<file path="src/rtl/uart_rx_if.sv">
// Serial receive port bundle: line, per-frame configuration and received-frame results.
// The master side drives the line and configuration; the slave (receiver) returns results.
interface uart_rx_if #(
  parameter int DATA_WIDTH = 8,
  parameter int PRESCALE_W = 6
);
  logic                  RX_IN;
  logic                  PAR_EN;
  logic                  PAR_TYP;
  logic                  STOP2;
  logic [PRESCALE_W-1:0] Prescale;
  logic [DATA_WIDTH-1:0] P_DATA;
  logic                  data_valid;
  logic                  par_error;
  logic                  stop_error;
  logic                  busy;

  modport master (
    output RX_IN, PAR_EN, PAR_TYP, STOP2, Prescale,
    input  P_DATA, data_valid, par_error, stop_error, busy
  );

  modport slave (
    input  RX_IN, PAR_EN, PAR_TYP, STOP2, Prescale,
    output P_DATA, data_valid, par_error, stop_error, busy
  );
endinterface

</file>
<file path="src/rtl/uart_rx_ctrl.sv">
// UART frame receiver: oversampled start/data/parity/stop decoding with 2-of-3 majority
// voting per bit, one-cycle result pulses and break handling after framing errors.
module uart_rx_ctrl #(
  parameter int DATA_WIDTH = 8,
  parameter int PRESCALE_W = 6
) (
  input logic      clk,
  input logic      rst,
  uart_rx_if.slave bus
);
  localparam int CW = (PRESCALE_W < 4) ? 4 : PRESCALE_W;

  typedef enum logic [2:0] {IDLE, START, DATA, PARITY, STOP} state_t;

  state_t                state_q, state_d;
  logic [CW-1:0]         cnt_q, cnt_d;
  logic [3:0]            bit_idx_q, bit_idx_d;
  logic                  armed_q, armed_d;
  logic [DATA_WIDTH-1:0] p_data_q, p_data_d;
  logic                  data_valid_q, data_valid_d;
  logic                  par_error_q, par_error_d;
  logic                  stop_error_q, stop_error_d;
  logic                  busy_q, busy_d;

  logic [DATA_WIDTH-1:0] shift_q, shift_d;
  logic [2:0]            samp_q, samp_d;
  logic                  par_acc_q, par_acc_d;
  logic                  par_bad_q, par_bad_d;
  logic                  stop_bad_q, stop_bad_d;
  logic                  par_en_q, par_en_d;
  logic                  par_typ_q, par_typ_d;
  logic                  stop2_q, stop2_d;
  logic [CW-1:0]         presc_q, presc_d;

  logic [CW-1:0]         mid;
  logic                  bit_end;
  logic                  vote;
  logic                  stop_fail;
  logic                  latch_cfg;

  function automatic logic maj3(input logic [2:0] s);
    return (s[0] & s[1]) | (s[0] & s[2]) | (s[1] & s[2]);
  endfunction

  function automatic logic [CW-1:0] clamp_presc(input logic [PRESCALE_W-1:0] p);
    logic [CW-1:0] w;
    w = CW'(p);
    return (w < CW'(8)) ? CW'(8) : w;
  endfunction

  assign mid     = presc_q >> 1;
  assign bit_end = (cnt_q == presc_q - CW'(1));
  assign vote    = maj3(samp_q);

  always_comb begin
    state_d      = state_q;
    cnt_d        = cnt_q;
    bit_idx_d    = bit_idx_q;
    armed_d      = armed_q;
    p_data_d     = p_data_q;
    data_valid_d = 1'b0;
    par_error_d  = 1'b0;
    stop_error_d = 1'b0;
    shift_d      = shift_q;
    par_acc_d    = par_acc_q;
    par_bad_d    = par_bad_q;
    stop_bad_d   = stop_bad_q;
    latch_cfg    = 1'b0;
    stop_fail    = stop_bad_q | ~vote;

    if (state_q != IDLE) cnt_d = bit_end ? '0 : cnt_q + CW'(1);

    unique case (state_q)
      IDLE: begin
        // After a framing error the line must be seen high before a new start is accepted
        if (!armed_q) begin
          armed_d = bus.RX_IN;
        end else if (!bus.RX_IN) begin
          state_d   = START;
          cnt_d     = '0;
          latch_cfg = 1'b1;
        end
      end
      START: begin
        if (bit_end) begin
          if (vote) begin
            state_d = IDLE;
          end else begin
            state_d    = DATA;
            bit_idx_d  = '0;
            par_acc_d  = 1'b0;
            par_bad_d  = 1'b0;
            stop_bad_d = 1'b0;
          end
        end
      end
      DATA: begin
        if (bit_end) begin
          shift_d   = {vote, shift_q[DATA_WIDTH-1:1]};
          par_acc_d = par_acc_q ^ vote;
          if (bit_idx_q == 4'(DATA_WIDTH - 1)) begin
            bit_idx_d = '0;
            state_d   = par_en_q ? PARITY : STOP;
          end else begin
            bit_idx_d = bit_idx_q + 4'd1;
          end
        end
      end
      PARITY: begin
        if (bit_end) begin
          par_bad_d = ((par_acc_q ^ vote) != par_typ_q);
          state_d   = STOP;
        end
      end
      STOP: begin
        if (bit_end) begin
          if (bit_idx_q != {3'b000, stop2_q}) begin
            stop_bad_d = stop_fail;
            bit_idx_d  = bit_idx_q + 4'd1;
          end else if (stop_fail) begin
            stop_error_d = 1'b1;
            state_d      = IDLE;
            armed_d      = 1'b0;
          end else begin
            if (par_bad_q) begin
              par_error_d = 1'b1;
            end else begin
              data_valid_d = 1'b1;
              p_data_d     = shift_q;
            end
            // A low line at the last stop boundary is the next frame's start bit
            if (!bus.RX_IN) begin
              state_d   = START;
              latch_cfg = 1'b1;
            end else begin
              state_d = IDLE;
            end
          end
        end
      end
      default: state_d = IDLE;
    endcase

    busy_d = (state_d != IDLE);
  end

  always_comb begin
    samp_d = samp_q;
    if (cnt_q == mid - CW'(1)) samp_d[0] = bus.RX_IN;
    if (cnt_q == mid)          samp_d[1] = bus.RX_IN;
    if (cnt_q == mid + CW'(1)) samp_d[2] = bus.RX_IN;

    par_en_d  = latch_cfg ? bus.PAR_EN                : par_en_q;
    par_typ_d = latch_cfg ? bus.PAR_TYP               : par_typ_q;
    stop2_d   = latch_cfg ? bus.STOP2                 : stop2_q;
    presc_d   = latch_cfg ? clamp_presc(bus.Prescale) : presc_q;
  end

  always_ff @(posedge clk) begin
    if (rst) begin
      state_q      <= IDLE;
      cnt_q        <= '0;
      bit_idx_q    <= '0;
      armed_q      <= 1'b1;
      p_data_q     <= '0;
      data_valid_q <= 1'b0;
      par_error_q  <= 1'b0;
      stop_error_q <= 1'b0;
      busy_q       <= 1'b0;
    end else begin
      state_q      <= state_d;
      cnt_q        <= cnt_d;
      bit_idx_q    <= bit_idx_d;
      armed_q      <= armed_d;
      p_data_q     <= p_data_d;
      data_valid_q <= data_valid_d;
      par_error_q  <= par_error_d;
      stop_error_q <= stop_error_d;
      busy_q       <= busy_d;
    end
  end

  // Datapath and latched frame configuration carry no reset; control qualifies their use
  always_ff @(posedge clk) begin
    shift_q    <= shift_d;
    samp_q     <= samp_d;
    par_acc_q  <= par_acc_d;
    par_bad_q  <= par_bad_d;
    stop_bad_q <= stop_bad_d;
    par_en_q   <= par_en_d;
    par_typ_q  <= par_typ_d;
    stop2_q    <= stop2_d;
    presc_q    <= presc_d;
  end

  assign bus.P_DATA     = p_data_q;
  assign bus.data_valid = data_valid_q;
  assign bus.par_error  = par_error_q;
  assign bus.stop_error = stop_error_q;
  assign bus.busy       = busy_q;

endmodule

</file>
<file path="src/flat_wrapper.sv">
// flat-port wrapper written by rule: the top's interface ports become plain ports
module uart_rx_ctrl_flat 
#(
  parameter int DATA_WIDTH = 8,
  parameter int PRESCALE_W = 6
)
  (clk, rst, bus_RX_IN, bus_PAR_EN, bus_PAR_TYP, bus_STOP2, bus_Prescale, bus_P_DATA, bus_data_valid, bus_par_error, bus_stop_error, bus_busy);
  uart_rx_if #(.DATA_WIDTH(DATA_WIDTH), .PRESCALE_W(PRESCALE_W)) bus_i ();
  input logic clk;
  input logic rst;
  input wire logic [$bits(bus_i.RX_IN)-1:0] bus_RX_IN;
  input wire logic [$bits(bus_i.PAR_EN)-1:0] bus_PAR_EN;
  input wire logic [$bits(bus_i.PAR_TYP)-1:0] bus_PAR_TYP;
  input wire logic [$bits(bus_i.STOP2)-1:0] bus_STOP2;
  input wire logic [$bits(bus_i.Prescale)-1:0] bus_Prescale;
  output wire logic [$bits(bus_i.P_DATA)-1:0] bus_P_DATA;
  output wire logic [$bits(bus_i.data_valid)-1:0] bus_data_valid;
  output wire logic [$bits(bus_i.par_error)-1:0] bus_par_error;
  output wire logic [$bits(bus_i.stop_error)-1:0] bus_stop_error;
  output wire logic [$bits(bus_i.busy)-1:0] bus_busy;
  assign bus_i.RX_IN = bus_RX_IN;
  assign bus_i.PAR_EN = bus_PAR_EN;
  assign bus_i.PAR_TYP = bus_PAR_TYP;
  assign bus_i.STOP2 = bus_STOP2;
  assign bus_i.Prescale = bus_Prescale;
  assign bus_P_DATA = bus_i.P_DATA;
  assign bus_data_valid = bus_i.data_valid;
  assign bus_par_error = bus_i.par_error;
  assign bus_stop_error = bus_i.stop_error;
  assign bus_busy = bus_i.busy;
  uart_rx_ctrl #(.DATA_WIDTH(DATA_WIDTH), .PRESCALE_W(PRESCALE_W)) u_core (.clk(clk), .rst(rst), .bus(bus_i));
endmodule
</file>
<file path="config.mk">
export PLATFORM = sky130hd
export DESIGN_NAME = uart_rx_ctrl_flat
export DESIGN_NICKNAME = d
export VERILOG_FILES = /design/src/rtl/uart_rx_if.sv /design/src/rtl/uart_rx_ctrl.sv /design/src/flat_wrapper.sv
export SDC_FILE = /design/constraint.sdc
export NUM_CORES = 1
export LEC_CHECK = 0
export BUFFER_PORTS_ARGS = -buffer_cell sky130_fd_sc_hd__buf_2
export CORE_MARGIN = 2
export CORE_UTILIZATION = 45
export DETAILED_ROUTE_END_ITERATION = 8
export SYNTH_ARGS = -nofsm -noshare
export SYNTH_HDL_FRONTEND = slang
export SYNTH_SLANG_ARGS = --single-unit
</file>
<file path="constraint.sdc">
create_clock -name clk -period 7.4 [get_ports clk]
set_input_delay 0.37 -clock clk [delete_from_list [all_inputs] [get_ports clk]]
set_output_delay 0.37 -clock clk [all_outputs]
set_load 0.02 [all_outputs]
</file>
==> After elaboration in Yosys (flattened, before gate mapping) <==
Index checks and enable logic that the tools add are counted.
{ "word_totals": {"input_bits": 12, "ff_bits": 49, "output_inout_bits": 12} }
{ "op_classes": {"n_addsub": 5, "reduce_logical": 17, "n_bitwise": 13, "n_eq_ne": 19, "n_lt_le_gt_ge": 1, "n_mux": 48} }
{ "op_table": {"columns": ["cell", "count"], "rows": [
  ["two-way mux 3 bit", 10],
  ["two-way mux 6 bit", 5],
  ["two-way mux 4 bit", 6],
  ["two-way mux 1 bit", 19],
  ["equality test 6 bit", 3],
  ["case mux 3 bit (5 select lines)", 1],
  ["inequality test 2 x 1 -> 1 bit (second input constant)", 6],
  ["case mux 4 bit (3 select lines)", 1],
  ["AND reduction 4 bit", 3],
  ["case mux 1 bit (2 select lines)", 5],
  ["AND reduction 5 bit", 2],
  ["nonzero test 3 bit", 3],
  ["nonzero test 2 bit", 4],
  ["adder 5 x 1 -> 6 bit (second input constant)", 1],
  ["adder 6 x 1 -> 6 bit (second input constant)", 1],
  ["equality test 3 x 2 -> 1 bit (second input constant)", 2],
  ["equality test 6 x 5 -> 1 bit", 1],
  ["less-than comparator 6 x 4 -> 1 bit (second input constant)", 1],
  ["NOT 1 bit", 6],
  ["AND reduction 6 bit", 1],
  ["subtractor 5 x 1 -> 6 bit (second input constant)", 1],
  ["subtractor 6 x 1 -> 6 bit (second input constant)", 1],
  ["OR reduction 5 bit", 1],
  ["adder 4 x 1 -> 4 bit (second input constant)", 1],
  ["other kinds (13)", 18]
]} }

==> Longest topological paths before layout <==
{ "depth": {"word_depth": 10, "depth_mapped": 10, "depth_no_buf": 9} }

==> Least setup slack after synthesis <==
No wires, ideal clock.
{ "synth_timing": {"kind": "reg2reg", "from": "register u_core.presc_q[2]", "to": "register u_core.shift_q[0] (enable)", "stages_incl_launch_ff": 9, "period_less_slack_ps": 2760, "t_arrival_ps": 2377, "path_buffers": 1, "t_required_ps": 7017, "path_slack_ps": 4640, "path_cell_list": "edfxtp_1 -> inv_1 -> ha_1 -> a21boi_2 -> nand2_1 -> xnor2_1 -> o2111ai_4 -> clkbuf_1 -> nor3_1"} }
{ "synth_between": {"elab_chain_cells": 3} }
{ "synth_lines": {"columns": ["item", "line", "source"], "rows": [
  ["start: declaration", "uart_rx_ctrl.sv:33", "logic [CW-1:0] presc_q, presc_d;"],
  ["start signal: assignment", "uart_rx_ctrl.sv:193", "presc_q <= presc_d;"],
  ["subtractor 6 x 1 -> 6 bit", "uart_rx_ctrl.sv:52", "assign bit_end = (cnt_q == presc_q - CW'(1));"],
  ["equality test 6 bit", "uart_rx_ctrl.sv:52", null],
  ["AND reduction 2 bit (no line)", null, null],
  ["end signal: assignment", "uart_rx_ctrl.sv:185", "shift_q <= shift_d;"],
  ["end: declaration", "uart_rx_ctrl.sv:25", "logic [DATA_WIDTH-1:0] shift_q, shift_d;"]
]} }
Every way passes these cells.
A chain may end at the register's enable or synchronous reset.

==> Final worst setup path <==
{ "layout_timing": {"from": "register u_core.presc_q[2]", "to": "register u_core.shift_q[7] (enable)"} }
The elaborated chain is that of the path after synthesis.

==> flow_summary.json <==
{
  "dp_slack_ns": 4.28,
  "area_growth_pct": 9.09,
  "postRouteAntennaNets": 0,
  "insertedDiodeCount": 0,
  "clock_path_buffers": 2,
  "slowest_delay_ns": 0.96,
  "postCtsHoldBufs": 0,
  "fp.dieH_um": 79.4,
  "cts_tree": "done",
  "hold_viol_final": 0,
  "slew-limit-headroom_pct": 27.4,
  "crit_chain": "inv_1 > ha_1 > a21boi_2 > nand2_1 > xnor2_1 > o2111ai_4 > nor3_1",
  "cts_root_buf": "clkbuf_8",
  "path_clk_slew_ns": 0.09,
  "drv_slew": 0,
  "timing.fmax_mhz": 325,
  "drt_pass1_iterations": 4,
  "port_buffers": 23,
  "grt_setup_unrepaired": "no",
  "vdd_drop_max_v": 0.0000850,
  "dp_hpwl_um": 3330,
  "p_leak_nw": 1.01,
  "slowest_stage": "nor3_1",
  "htreeDepth": 2,
  "worstPathArrival_ns": 3.00,
  "p_per_area_mw_per_mm2": 182,
  "tns_ns": 0,
  "cp.required_ns": 7.33,
  "dieArea_mm2": 0.00631,
  "gp_congestion": 0.779,
  "fin_crit_sh_pct": 41.5,
  "grt.total_usage_pct": 15.9,
  "worstMarginPinSlew_ns": 1.08,
  "vias_per_cell": 5.25,
  "grt-ovfl-total": 0,
  "routed_wl_um": 4580,
  "io_pins": 24,
  "fin_cells": 348,
  "synth_ff_type": "dfxtp_1",
  "worst_setup_path_start_kind": "register",
  "wl_per_cell_um": 13.2,
  "ys_types": 50,
  "syn-cell-area_mm2": 0.00256,
  "async_flop_share_pct": 0,
  "setup_violations": 0,
  "cap_violations": 0,
  "dieWidth_um": 79.4,
  "setup_slack_ns": 4.33,
  "cts_resized": 0,
  "min_period_ns": 3.07,
  "syn_nets": 278,
  "hold_class": "input port to register",
  "grt_pass1_wl_um": 7950,
  "layout.nets": 293,
  "final_util_pct": 50.7,
  "num_vias": 1826,
  "critical_path.max_fanout": 19,
  "clock_sinks": 49,
  "worstSetupEndpointType": "register",
  "finClkSkew_ns": 0.00276,
  "yosys_warnings": 0,
  "initialDrtViolationCount": 88,
  "drive_gt1_share_pct": 13.8,
  "dp.cells": 340,
  "grt_max_degree": 20,
  "post_synth.cell_area_avg_um2": 9.85,
  "synth-seq-cells": 49,
  "synthCells": 260,
  "placementRows": 27,
  "worstSetupPathType": "register to register",
  "status": "completed",
  "grt_pass1_vias": 1713,
  "initial_core_util_pct": 46.5,
  "coreArea_mm2": 0.00551,
  "cts_made_buffers": 5,
  "seq_area_frac_synth_pct": 47.3,
  "synth-edff-count": 23,
  "grt_antenna_before_repair": 0,
  "insertion_delay_ns": 0.30,
  "postCtsSetupBuffers": 0,
  "drc": 0
}
through the flow:
| step | total power [W] | area (µm²) | hold slack, ns |
|---|---|---|---|
| floorplan | 0.000341 | 2560 | 0.426 |
| global placement | 0.000353 | 2700 | 0.437 |
| detailed placement | 0.000353 | 2700 | 0.439 |
| CTS | 0.000517 | 2790 | 0.229 |
| global route | 0.000535 | 2790 | 0.219 |
| finish | 0.000509 | 2790 | 0.239 |
synth_stat cells (all sizes together), types with 2 or more instances:
cell / number / share of area (%)
mux2i: 9 / 3.5
nor3: 8 / 2.0
ha: 6 / 2.9
nand3: 6 / 1.2
inv: 7 / 1.0
a21oi: 13 / 2.5
a31oi: 3 / 0.73
or3: 8 / 2.0
and2: 3 / 0.73
or4: 2 / 0.59
nand2b: 10 / 2.4
nor2: 31 / 4.5
xor2: 12 / 4.1
dfxtp: 26 / 20
buf: 6 / 1.2
nand4: 3 / 0.73
nor4b: 2 / 0.68
nor4: 2 / 1.1
o31ai: 2 / 0.59
clkbuf: 9 / 1.4
nand4b: 2 / 0.68
o21ai: 9 / 1.8
xnor2: 12 / 4.4
nand2: 17 / 2.5
nor2b: 9 / 2.2
edfxtp: 23 / 27
o22ai: 3 / 0.73
final timing paths:
kind	from	to	slack [ns]	cells after the start
hold / removal	bus_STOP2	u_core.stop2_q$_DFFE_PP_	0.24	1
setup reg to reg	u_core.presc_q[2]$_SDFFCE_PN0P_	u_core.shift_q[7]$_DFFE_PP_	4.33	7
setup / recovery	u_core.presc_q[2]$_SDFFCE_PN0P_	u_core.shift_q[7]$_DFFE_PP_	4.33	7
hold reg to reg	u_core.shift_q[4]$_DFFE_PP_	u_core.shift_q[3]$_DFFE_PP_	0.46	0
layout make-up:
type | instances | area, µm²
Tap cell | 72 | 90.1
Multi-Input combinational cell | 189 | 1260
Sequential cell | 49 | 1210
Clock buffer | 5 | 68.8
Timing Repair Buffer | 23 | 115
Inverter | 7 | 26.3
Fill cell | 503 | 2710
Clock inverter | 3 | 25.0
registers in the layout (all words and copies together) (netlist names):
name / flops
u_core.par_acc_q: 1
u_core.samp_q: 3
u_core.state_q: 3
u_core.bus.data_valid: 1
u_core.presc_q: 6
u_core.stop2_q: 1
u_core.armed_q: 1
u_core.bus.P_DATA: 8
u_core.par_en_q: 1
u_core.par_typ_q: 1
u_core.bus.stop_error: 1
u_core.shift_q: 8
u_core.cnt_q: 6
u_core.stop_bad_q: 1
u_core.par_bad_q: 1
u_core.bus.busy: 1
u_core.bit_idx_q: 4
u_core.bus.par_error: 1
report_power, final:
part           internal, W  switching, W  leakage, nW
clock            0.0000691     0.0000940       0.0466
combinational    0.0000208     0.0000278        0.543
sequential        0.000289    0.00000893        0.416
total             0.000379      0.000131         1.01
cells in the final DEF, fill, tap and decap left out, drive strengths merged, types with 2 or more instances in the layout:
cell type and n:
o31ai 2, inv 9, clkbuf 5, nand4 3
o21ai 9, buf 23, nand4b 2, mux2i 9
or4 2, and2 3, nand2b 10, o22ai 3
a31oi 3, xor2 12, nand2 17, dfxtp 26
xnor2 12, nor3 8, ha 6, nand3 6
a21oi 13, nor4 2, nor2b 9, nor4b 2
nor2 31, or3 8, edfxtp 23
layer usage:
layer,vias to the layer above,part of all wire (%),GRT usage [%]
met5,-,0,0
met4,0,1.6,4.83
met3,10,3.4,3.73
met2,30,45,26.1
met1,846,50,21.0
li1,940,-,-
cells by family after synthesis:
family	share of synthesized area (%)
AOI/OAI and AO/OA	10.1
xor gates and xnor gates	8.50
adders and majority gates	3.32
buffers and inverters	3.62
DFF	47.3
muxes	3.52
and+or+nand+nor	23.6
critical path: cells and delay by family (launching register included):
family | cells | cell delay [ns]
and+or+nand+nor | 2 | 1.04
AOI/OAI and AO/OA | 2 | 0.53
DFF | 1 | 0.51
adders and majority gates | 1 | 0.25
xor gates and xnor gates | 1 | 0.22
buffers and inverters | 1 | 0.14
Power figures use the tool's default switching activity.
